$ cat src/rtl/alu_seq_pkg.sv
// ---------------------------------------------------------------------------
// alu_seq_pkg
// Shared definitions for the ALU sequencer: ALUSel operation codes, the
// controller state encoding and a helper that classifies shift operations.
//
// Optional feature macro: ALU_SEQ_MUL_EN (adds the MUL state for op 1011).
// ---------------------------------------------------------------------------
package alu_seq_pkg;

  // ALUSel codes understood by the downstream combinational ALU.
  localparam logic [3:0] ALU_ADD  = 4'b0000;
  localparam logic [3:0] ALU_SUB  = 4'b0001;
  localparam logic [3:0] ALU_AND  = 4'b0010;
  localparam logic [3:0] ALU_OR   = 4'b0011;
  localparam logic [3:0] ALU_XOR  = 4'b0100;
  localparam logic [3:0] ALU_SLT  = 4'b0101;
  localparam logic [3:0] ALU_SRL  = 4'b0110;
  localparam logic [3:0] ALU_SLL  = 4'b0111;
  localparam logic [3:0] ALU_SRA  = 4'b1000;
  localparam logic [3:0] ALU_ROL  = 4'b1001;
  localparam logic [3:0] ALU_ADD4 = 4'b1010;
  localparam logic [3:0] ALU_MUL  = 4'b1011;

  typedef enum logic [2:0] {
    ST_IDLE  = 3'd0,
    ST_EXEC  = 3'd1,
    ST_SHIFT = 3'd2,
`ifdef ALU_SEQ_MUL_EN
    ST_DONE  = 3'd3,
    ST_MUL   = 3'd4
`else
    ST_DONE  = 3'd3
`endif
  } state_t;

  // Shift ops occupy the contiguous ALUSel range SRL..ROL; the ALU's shifter
  // only moves one bit per pass, so these need the iterative SHIFT state.
  function automatic logic is_shift(input logic [3:0] sel);
    return (sel >= ALU_SRL) && (sel <= ALU_ROL);
  endfunction

endpackage

$ cat src/rtl/alu_seq_ctrl.sv
// ---------------------------------------------------------------------------
// alu_seq_ctrl
// Multi-cycle sequencer in front of a combinational ALU. Accepts one
// operation per start/done transaction, steers the ALU operand/select inputs
// and registers the final ALU output as the result. Shift ops are performed
// as N single-bit passes through the ALU (N = b[SHAMT_W-1:0]).
//
// Optional feature macro: ALU_SEQ_MUL_EN -- op 1011 becomes an unsigned
// shift-and-add multiply (low WIDTH bits) over WIDTH MUL cycles. Without the
// macro 1011 is an undefined op and runs through EXEC like any other.
//
// Ports:
//   clk, rst            clock (rising edge), asynchronous active-high reset
//   start, op, a, b     request strobe and its operation/operands
//   busy, done, result  status, one-cycle completion pulse, registered result
//   alu_a, alu_b,
//   alu_sel, alu_en     drive to the ALU
//   alu_result          return from the ALU
//
// Handshake: start is sampled only in IDLE (busy=0 and done=0); a start seen
// in any other state is dropped without side effects. done pulses for exactly
// one cycle and result then holds until the next done.
// ---------------------------------------------------------------------------
module alu_seq_ctrl
  import alu_seq_pkg::*;
#(
  parameter int WIDTH   = 32,
  parameter int SHAMT_W = 5
) (
  input  logic              clk,
  input  logic              rst,
  input  logic              start,
  input  logic [3:0]        op,
  input  logic [WIDTH-1:0]  a,
  input  logic [WIDTH-1:0]  b,
  output logic              busy,
  output logic              done,
  output logic [WIDTH-1:0]  result,
  output logic [WIDTH-1:0]  alu_a,
  output logic [WIDTH-1:0]  alu_b,
  output logic [3:0]        alu_sel,
  output logic              alu_en,
  input  logic [WIDTH-1:0]  alu_result
);

  state_t               state;
  logic [3:0]           op_q;
  logic [WIDTH-1:0]     a_q;
  logic [WIDTH-1:0]     b_q;
  logic [WIDTH-1:0]     acc;
  logic [SHAMT_W-1:0]   cnt;

`ifdef ALU_SEQ_MUL_EN
  logic [WIDTH-1:0]     mcand;
  logic [WIDTH-1:0]     mplier;
`endif

  // -------------------------------------------------------------------------
  // Control FSM. done and busy are registered alongside the state so that
  // done==1 exactly in DONE and busy==1 exactly in the working states.
  // -------------------------------------------------------------------------
  always_ff @(posedge clk or posedge rst) begin
    if (rst) begin
      state  <= ST_IDLE;
      busy   <= 1'b0;
      done   <= 1'b0;
      result <= '0;
      op_q   <= '0;
      a_q    <= '0;
      b_q    <= '0;
      acc    <= '0;
      cnt    <= '0;
`ifdef ALU_SEQ_MUL_EN
      mcand  <= '0;
      mplier <= '0;
`endif
    end else begin
      done <= 1'b0;
      case (state)
        ST_IDLE: begin
          if (start) begin
            op_q <= op;
            a_q  <= a;
            b_q  <= b;
            acc  <= a;
            cnt  <= b[SHAMT_W-1:0];
            busy <= 1'b1;
`ifdef ALU_SEQ_MUL_EN
            if (op == ALU_MUL) begin
              // Counter runs all-ones down to zero: one MUL cycle per bit.
              acc    <= '0;
              mcand  <= a;
              mplier <= b;
              cnt    <= '1;
              state  <= ST_MUL;
            end else
`endif
            // A zero-amount shift goes through EXEC; b[0]=0 there, so the
            // ALU shifts by nothing and returns a unchanged.
            if (is_shift(op) && (b[SHAMT_W-1:0] != '0)) begin
              state <= ST_SHIFT;
            end else begin
              state <= ST_EXEC;
            end
          end
        end

        ST_EXEC: begin
          result <= alu_result;
          busy   <= 1'b0;
          done   <= 1'b1;
          state  <= ST_DONE;
        end

        ST_SHIFT: begin
          acc <= alu_result;
          cnt <= cnt - 1'b1;
          if (cnt == SHAMT_W'(1)) begin
            result <= alu_result;
            busy   <= 1'b0;
            done   <= 1'b1;
            state  <= ST_DONE;
          end
        end

`ifdef ALU_SEQ_MUL_EN
        ST_MUL: begin
          acc    <= alu_result;
          mcand  <= mcand << 1;
          mplier <= mplier >> 1;
          cnt    <= cnt - 1'b1;
          // Last partial product: alu_result already holds the final sum.
          if (cnt == '0) begin
            result <= alu_result;
            busy   <= 1'b0;
            done   <= 1'b1;
            state  <= ST_DONE;
          end
        end
`endif

        ST_DONE: begin
          // Start is deliberately not sampled here.
          state <= ST_IDLE;
        end

        default: begin
          busy  <= 1'b0;
          state <= ST_IDLE;
        end
      endcase
    end
  end

  // -------------------------------------------------------------------------
  // ALU steering: depends only on state and latched operands, never on the
  // live request inputs.
  // -------------------------------------------------------------------------
  always_comb begin
    alu_a   = '0;
    alu_b   = '0;
    alu_sel = '0;
    alu_en  = 1'b0;
    case (state)
      ST_EXEC: begin
        alu_a   = a_q;
        alu_b   = b_q;
        alu_sel = op_q;
        alu_en  = 1'b1;
      end
      ST_SHIFT: begin
        alu_a   = acc;
        alu_b   = {{(WIDTH-1){1'b0}}, 1'b1};
        alu_sel = op_q;
        alu_en  = 1'b1;
      end
`ifdef ALU_SEQ_MUL_EN
      ST_MUL: begin
        alu_a   = acc;
        alu_b   = mplier[0] ? mcand : '0;
        alu_sel = ALU_ADD;
        alu_en  = 1'b1;
      end
`endif
      default: begin
        alu_a   = '0;
        alu_b   = '0;
        alu_sel = '0;
        alu_en  = 1'b0;
      end
    endcase
  end

endmodule
$ cat config.mk
export PLATFORM = sky130hd
export DESIGN_NAME = alu_seq_ctrl
export DESIGN_NICKNAME = d
export VERILOG_FILES = /design/src/rtl/alu_seq_pkg.sv /design/src/rtl/alu_seq_ctrl.sv
export SDC_FILE = /design/constraint.sdc
export NUM_CORES = 1
export LEC_CHECK = 0
export BUFFER_PORTS_ARGS = -buffer_cell sky130_fd_sc_hd__buf_2
export CORE_MARGIN = 4
export CORE_UTILIZATION = 30
export DETAILED_ROUTE_END_ITERATION = 7
export PLACE_DENSITY = 0.52
export SYNTH_ARGS = -nofsm -noshare
export SYNTH_HDL_FRONTEND = slang
export SYNTH_SLANG_ARGS = --single-unit
$ cat constraint.sdc
create_clock -name clk -period 5.54 [get_ports clk]
set_input_delay 0.831 -clock clk [delete_from_list [all_inputs] [get_ports clk]]
set_output_delay 0.831 -clock clk [all_outputs]
set_load 0.03 [all_outputs]
# Yosys cells after proc, flatten, opt, wreduce, memory -nomap -nowiden
# Index checks and enable logic that the tools add are counted.
[totals]
input_bits = 103
output_inout_bits = 103
word_cells = 50
register_bits = 142
[op_classes]
muxes = 19
n_reduce_logical = 12
n_bitwise = 1
eq_ne = 6
n_addsub = 1
magnitude_cmp = 2
[op_table]
columns = ["operator", "n"]
rows = [
  ["$pmux W32 S2", 4],
  ["$mux W32", 2],
  ["$pmux W5 S2", 1],
  ["$pmux W3 S3", 1],
  ["$reduce_and A2 Y1", 4],
  ["$eq A3 B2 Y1 const B", 2],
  ["$mux W3", 2],
  ["$eq A5 B1 Y1 const B", 1],
  ["$mux W5", 1],
  ["$reduce_bool A5 Y1", 1],
  ["$sub A5 B1 Y5 const B", 1],
  ["$ge A4 B3 Y1 const B", 1],
  ["$le A4 B4 Y1 const B", 1],
  ["$mux W1", 4],
  ["$mux W4", 1],
  ["$ne A2 B2 Y1 const B", 2],
  ["$reduce_bool A2 Y1", 2],
  ["$eq A3 B1 Y1 const B", 1],
  ["$logic_not A3 Y1", 1],
  ["$pmux W1 S3", 1],
  ["$reduce_and A3 Y1", 1],
  ["$logic_and A1 B1 Y1", 2],
  ["$mux W2", 1],
  ["$pmux W1 S2", 1],
  ["other kinds (2)", 2],
]

# Longest topological paths before layout
# Gate-level depths: netlist of the first run.
[logic_depth]
depth_word = 6
mapped_depth = 7
ltp_nobuf = 6

# Worst setup path before layout of the first run
# Ideal clock, no wire load.
[synth_path]
path_kind = "register to output"
start = "reg state[0]"
end = "out alu_a[10]"
required_ns = 4.709
slack_ns = 2.720
arrival_ns = 1.989
path_stages_with_launch = 7
n_path_buf = 2
path_cell_list = "dfrtp_1 inv_1 ha_1 and2_1 clkbuf_1 clkbuf_1 a22o_1"
[synth_via]
elab_chain_len = 2
elab_cells_between_ends = 3
classes_between = "2 x eq/ne; 1 x mux"
[synth_rtl]
columns = ["element", "line", "source"]
rows = [
  ["start, declared", "alu_seq_ctrl.sv:46", "state_t state;"],
  ["start signal, assigned", "alu_seq_ctrl.sv:64", "state <= ST_IDLE;"],
  ["start signal, assigned", "alu_seq_ctrl.sv:101", "state <= ST_SHIFT;"],
  ["start signal, assigned", "alu_seq_ctrl.sv:103", "state <= ST_EXEC;"],
  ["$eq A3 B2 Y1 or $eq A3 B1 Y1 (tied branches)", "alu_seq_ctrl.sv:164", "case (state)"],
  ["$pmux W32 S2 *", "alu_seq_ctrl.sv:164", ""],
  ["end, declared", "alu_seq_ctrl.sv:39", "output logic [WIDTH-1:0] alu_a,"],
]
# Mark *: on every way between the ends. The rest lies on a longest branch, timed or not.

# Worst setup path after layout of the first run
[layout_path]
start = "reg state[0]"
end = "out alu_a[8]"
# The elaborated chain is that of the path after synthesis.

==> results by stage, run 1 <==
Timing:
- The count of final max-slew check failures is 0.
- Between clock sinks in the finished design, the worst skew comes to 0.00733 ns.
- In this run the tightest slew margin relative to its limit is between 30% and 40%.
- Setup repair after global routing left no endpoint under its margin.
- The clock period could shrink to ~3.5 ns.
- The number of hold-slack violations in the final timing report was 0.
- Derived from the worst setup path, the maximum achievable clock frequency is ~0.29 GHz.
- The count of final setup violators is 0.
- The fraction of the cycle the final worst path needs is just over 60%.
- In the final timing run, aggregate negative setup slack is 0 ns.
- For the pin with the worst max-slew slack, the measured transition is 1.01 ns.
- The slack of the critical path is 2.08 ns.

Synthesis:
- Among all flip-flop cells after synthesis, the most frequent one is sky130_fd_sc_hd__dfrtp_1.
- The mean post-synth cell area is 12.9 um2.
- Ranked by total cell area, the synthesized netlist is headed by sky130_fd_sc_hd__dfrtp_1 55%, sky130_fd_sc_hd__mux2_2 12%, sky130_fd_sc_hd__mux2_4 7.0%.
- The number of instances in the synthesized netlist is between 500 and 600.
- Sequential elements use 54.6% of the synthesized area.
- The cell area that synthesis handed to floorplanning was between 6000 and 7000 um2.
- The register bit count reported by yosys is approximately 140.
- sky130_fd_sc_hd__dfrtp_1 takes more of the synthesized area than any other cell.
- The commonest cells after synthesis are 141 x sky130_fd_sc_hd__dfrtp_1, 71 x sky130_fd_sc_hd__mux2_2, 40 x sky130_fd_sc_hd__nand2_1.
- Counting flops with a built-in enable in the synthesized netlist gives 0.
- The most common cell in the netlist is sky130_fd_sc_hd__dfrtp_1.
- When the netlist entered floorplanning its net count stood at 610.
- The count of cell types in the netlist is 35.
- The number of warnings reported in the yosys synthesis log is 0.
- The fraction of registers with async set or reset after synthesis is 100%.
- Of the post-synthesis cell area, the dominant cell type holds a little over half.

Floorplan:
- The core region is ~21000 um2.
- The initial core utilization is between 30% and 40%.
- The floorplan has 53 rows.
- The boundary pin count is 206.
- The y dimension of the die is ~150 um.
- The die covers around 24000 um2.
- The die width is roughly 150 um.

Setup path:
- For the worst setup path, the data required time is 4.71 ns.
- The critical path is of the flop to output pin type.
- The worst setup path is launched from a flop.
- The category of the worst setup path capture point is an output pin.
- Data on the critical path arrives at its endpoint at 2.63 ns.
- Of all nets on the critical path, the largest fanout is 32.

Drt:
- The total DRC errors in the routed layout is 0.
- Using the TritonRoute via totals, the vias-per-cell ratio works out to between 4 and 5.
- The final route contains roughly 4700 vias.
- In the final routed layout, each cell accounts on average for between 15 and 20 um.
- The number of nets with antenna violations after routing is 0.
- Summed over all layers, the routed wires come to 17.7 mm.
- For this run, the detailed router's first-pass iteration total came to 4.
- The count of routing violations after the opening detailed-route iteration is around 180.

CTS:
- The CTS tree is done.
- The post-cts repair resize count is 0.
- The hold buffer count at cts is 0.
- In this run the number of H-tree levels came out at 4.
- Buffers inserted during clock tree synthesis total 17.
- After clock tree synthesis, the clock-pin slew on the worst setup and hold paths is around 0.060 ns.
- CTS placed an instance of sky130_fd_sc_hd__clkbuf_16 at the clock tree root.
- Counting every sink on the clock net gives 141.
- The number of setup buffers added after CTS is 0.
- The later pin in the worst-skew pair is clocked with a latency of about 0.42 ns.
- Counting along the longest clock path gives a buffer depth of 2.

Run status:
- The run finished with clean final reports.

GRT:
- The first global-routing pass estimated between 20 and 30 mm of wire.
- Entering global routing, the biggest net connects 103 pins.
- The number of global-route vias before repair is 5104.
- The global routing usage summed across all routing layers is about 15%.
- The global route total overflow is 0.
- The number of antenna violations at the first check in global routing is 2.

Place:
- Once detailed placement completed, the half-perimeter wirelength came to approximately 12 mm.
- The setup slack after placement is roughly 2.5 ns.
- The final RePlAce weighted congestion is 0.737.
- The number of port buffers is roughly 200.

Hold path:
- The type of the worst min-delay path is flop to flop.

Layout:
- At the end of the flow, the number of nets in the layout was between 800 and 900.
- The share of final-layout standard cells stronger than drive strength 1 is roughly 50%.
- The number of filler instances in the final layout is roughly 2100.
- Compared with the post-synthesis result, the final layout area differs by 28.4%.

Power:
- The worst-case vdd ir drop is 0.280 mV.
- Dividing total power by cell area gives a power density of between 700 and 800 nW/um2.
- Summed over all cells, the static leakage comes to around 4.1 nW.

Job:
- Across the run, the number of max-cap violations was 0.
==> cell families (layout without fill, tap and decap cells) <==
| family | Yosys count | after routing | synth area share, % |
|---|---|---|---|
| AOI/OAI and AO/OA | 83 | 83 | 8.82 |
| DFF | 141 | 141 | 54.6 |
| and+or+nand+nor | 92 | 92 | 7.55 |
| buffers and inverters | 45 | 250 | 3.46 |
| adders and majority gates | 6 | 6 | 1.16 |
| other | 0 | 2 | 0 |
| muxes | 134 | 134 | 24.4 |
==> routing by layer <==
metal / wire length, um / global-route usage (%) / part of all wire (%) / vias to the layer above
li1: - / - / - / 2174
met1: 7310 / 18.2 / 41 / 2411
met2: 9220 / 25.6 / 52 / 122
met3: 833 / 3.50 / 4.7 / 27
met4: 344 / 5.68 / 1.9 / 0
met5: 0 / 0 / 0 / -
==> flip-flops by register name, summed over array words and instances, names as in the netlist <==
name and cells:
a_q 32, acc 32, op_q 4, state 2, b_q 32, cnt 5, done 1, busy 1
result 32
==> cell usage in the layout, fill, tap and decap left out, drive strengths merged, types with 2 or more instances in the layout <==
master      n
buf       211
dfrtp     141
mux2      101
nand2      42
o21ai      36
a22o       33
mux2i      33
and3       31
clkbuf     18
inv        12
and2        6
ha          6
clkinvlp    4
nor2        3
a21oi       3
o22a        3
clkinv      3
diode       2
nor2b       2
o31ai       2
o21bai      2
nor3b       2
bufinv      2
==> final cells by class <==
class                           instances  area (um2)  share of cell area [%]
Tap cell                              275         344                    4.14
Antenna cell                            2        5.00                  0.0603
Sequential cell                       141        3530                    42.5
Inverter                                7        31.3                   0.377
Multi-Input combinational cell        315        2740                    33.0
Clock inverter                         14         159                    1.91
Timing Repair Buffer                  211        1070                    12.9
Clock buffer                           18         429                    5.17
==> path summary, 6_finish.rpt <==
kind                           from         to  slack [ns]  depth (start not counted)
max                        state[0]   alu_a[8]        2.08                          6
min                          acc[7]     acc[7]        0.49                          2
max reg2reg                state[0]     cnt[4]        2.91                          7
min reg2reg                  acc[7]     acc[7]        0.49                          2
max in group asynchronous       rst     a_q[8]        3.78                          3
min in group asynchronous       rst  result[4]        0.61                          2
==> worst max-delay path, stage by stage (launching register included) <==
cell	delay, ns
sky130_fd_sc_hd__dfrtp_1	0.42
sky130_fd_sc_hd__inv_1	0.10
sky130_fd_sc_hd__ha_2	0.65
sky130_fd_sc_hd__and2_1	0.22
sky130_fd_sc_hd__buf_4	0.38
sky130_fd_sc_hd__a22o_1	0.22
sky130_fd_sc_hd__buf_2	0.20
==> per-stage QoR <==
stage	cell area (um2)	power [W]	hold slack [ns]	instances	util [%]
after floorplan	6470	0.00421	0.451	501	-
after global placement	7710	0.00491	0.470	949	36.6
after detailed placement	7710	0.00497	0.476	949	36.6
after CTS	8300	0.00614	0.493	981	39.4
after global routing	8310	0.00645	0.509	983	39.4
final	8310	0.00607	0.491	983	39.4
==> power breakdown <==
| part | internal (W) | total (W) | switching (W) |
|---|---|---|---|
| registers | 0.00157 | 0.00187 | 0.000300 |
| clock network | 0.000672 | 0.00115 | 0.000475 |
| logic | 0.00124 | 0.00306 | 0.00181 |
Note: power is estimated with default switching activity, not from simulation.
==> run 2: changes to the inputs <==
Settings changed: PLACE_DENSITY 0.52 to 0.54.
Clock period 5.54 ns to 2.9 ns, I/O delays scaled along.
==> results by stage, run 2 (synthesis results as in run 1) <==
Run status:
- The run finished with clean final reports.

CTS:
- The post-cts repair resize count is 0.
- Counting the buffers created by CTS gives 17.
- The clock latency on the worst-skew pair is around 0.42 ns.
- The CTS tree is done.
- The clock tree root driver cell is sky130_fd_sc_hd__clkbuf_16.
- The H-tree was split into 4 levels.
- Buffers added to address setup during post-CTS repair amount to 0.
- The number of sinks handled by clock tree synthesis is between 100 and 150.
- The longest clock path from root to sink contains 2 buffers.
- The clock slew seen by the registers of the worst setup and hold paths is 0.06 ns.
- The hold buffer count at cts is 0.

Power:
- The static leakage is roughly 4.1 nW.
- The clock network fraction of design power is a little under a fifth.
- The switching part of the total is 43.2%.
- The internal power of the cells totals 0.00654 W.
- The total net switching power is 0.00498 W.
- The sequential share of power is between 30% and 40%.
- Across the VDD grid, the largest voltage drop is approximately 0.79 mV.
- The total power per unit cell area is 1390 nW/um2.
- Combinational cells account for 51.0% of the total power.

GRT:
- The number of global-route vias before repair came to 5088.
- The pin count of the biggest net entering global routing is approximately 140.
- Global routing consumed, over all layers together, around 15% of the routing resources.
- The wire length of the first global-routing pass is 28.0 mm.
- For this run the aggregate overflow at the end of global routing stands at 0.
- The number of antenna violations at the first check in global routing was 1.

Layout:
- In the layout the commonest cells are 205 x sky130_fd_sc_hd__buf_2, 141 x sky130_fd_sc_hd__dfrtp_1, 71 x sky130_fd_sc_hd__mux2_2.
- In the final layout, the share of cells above drive strength 1 is roughly half.
- Cells fill slightly below 40% of the core in the end.
- The finished layout holds roughly 980 standard cells, fillers aside.
- Leaving out fill and tap cells, the most frequent cell in the layout is sky130_fd_sc_hd__buf_2.
- The area growth from synthesis to layout is 28.5%.
- The final-stage net count is between 800 and 900.

Setup path:
- The depth of the worst register-to-register path is 5.
- The arrival time at the worst endpoint is roughly 2.2 ns.
- The top fanout value on the critical path is 34.
- The required time of the worst setup path is 2.47 ns.
- The beginning of the worst register-to-register path is state[0].
- The worst reg-to-reg setup slack is about 0.67 ns.
- The endpoint identified for the worst register-to-register timing path is result[3].
- STA classifies the critical path endpoint as an output pin.
- STA classifies the critical path startpoint as a flop.
- The setup path with the least slack is of type flop to output pin.

Timing:
- The smallest hold slack is roughly 0.24 ns.
- Setup repair after global routing left no endpoint under its margin.
- The transition time at the pin with the least slew margin is 1.02 ns.
- Of the available clock period, the critical path in the final layout requires roughly 90%.
- Setup violations remaining at the end of the flow were counted as 0.
- The sum of negative setup slack is 0 ns.
- Counting I/O delays and the setup requirement, the final critical path takes 2.60 ns.
- The count of final max-slew check failures is 0.
- The maximum achievable frequency is about 0.38 GHz.
- The relative max-transition margin is 32.2%.
- For the final database, setup skew stands at roughly 0.012 ns.
- The number of hold-slack violations in the final timing report came to 0.

Place:
- The number of port buffers is around 210.
- After detailed placement, the design holds a cell count of around 950.
- The HPWL after detailed placement is between 10 and 15 mm.
- At the end of routability-driven placement, the weighted congestion stood at between 0.7 and 0.8.

Job:
- The tool flagged a number of max-cap violations equal to 0.

Drt:
- In the final routed layout, each cell accounts on average for 17.7 um.
- The detail route stage leaves a number of antenna-violating nets equal to 0.
- The count of routing violations after the opening detailed-route iteration is between 150 and 200.
- The routed design has between 15 and 20 mm of wire.
- After detailed routing, the number of remaining DRC violations is 0.
- Summing over every cut layer, the via total after detailed routing is 4657.
- The routed via count divided by cell count is between 4 and 5.
- The number of iterations in the first detailed-routing pass is 4.

Floorplan:
- For this configuration, the core starts out at a cell density of 30.7%.
- The die is 155 um wide.
- The placeable core area is roughly 21000 um2.
- The boundary pin count is slightly above 200.
- The die is 155 um tall.
- The floorplan step defined a die boundary enclosing between 20000 and 25000 um2.
- The site row count is 53.

Hold path:
- The min-delay analysis places its worst path in the category input port to asynchronous set/reset pin.
[run 2: final cells by class]
| type | count | area (um2) |
|---|---|---|
| inverter | 7 | 30.0 |
| tap | 275 | 344 |
| multi-input combinational | 315 | 2740 |
| clock buffer | 18 | 429 |
| sequential | 141 | 3530 |
| fill | 2084 | 12800 |
| clock inverter | 14 | 126 |
| antenna | 1 | 2.50 |
| timing repair buffer | 213 | 1110 |
[run 2: power groups by stage]
stage	Combinational [W]	Clock, W	Sequential, W
2_1_floorplan	0.00416	0	0.00389
3_3_place_gp	0.00582	0	0.00356
3_5_place_dp	0.00595	0	0.00359
4_1_cts	0.00595	0.00216	0.00357
5_1_grt	0.00633	0.00225	0.00368
6_report	0.00587	0.00208	0.00356
[run 2: how the worst max path moves through the flow]
stage / endpoint / slack (ns) / startpoint
global route: alu_a[15] / 0.15 / state[1]
CTS: alu_a[21] / 0.27 / state[0]
global placement: result[3] / 0.77 / state[0]
finish: alu_a[7] / 0.30 / state[0]
detailed placement: result[14] / 0.69 / state[0]
floorplan: alu_a[10] / 0.48 / state[0]
[run 2: critical path, cell delays in order (launching register included)]
cell and delay (ns):
sky130_fd_sc_hd__dfrtp_1 0.40, sky130_fd_sc_hd__inv_1 0.09, sky130_fd_sc_hd__ha_1 0.31, sky130_fd_sc_hd__and2_1 0.12, sky130_fd_sc_hd__buf_4 0.38, sky130_fd_sc_hd__a22o_1 0.24, sky130_fd_sc_hd__buf_2 0.20
[run 2: through the flow]
step / total power, W / worst slack, ns / cell area, um2
3_3_place_gp: 0.00938 / 0.771 / 7750
2_1_floorplan: 0.00805 / 0.476 / 6470
6_report: 0.0115 / 0.297 / 8310
3_5_place_dp: 0.00954 / 0.690 / 7750
5_1_grt: 0.0123 / 0.151 / 8310
4_1_cts: 0.0117 / 0.269 / 8310
[run 2: per-layer routing]
layer | GRT usage, % | part of all wire (%) | vias up
met5 | 0 | 0 | -
met4 | 6.60 | 2.8 | 0
met3 | 3.53 | 4.6 | 28
met2 | 25.5 | 52 | 122
met1 | 17.6 | 41 | 2318
li1 | - | - | 2189
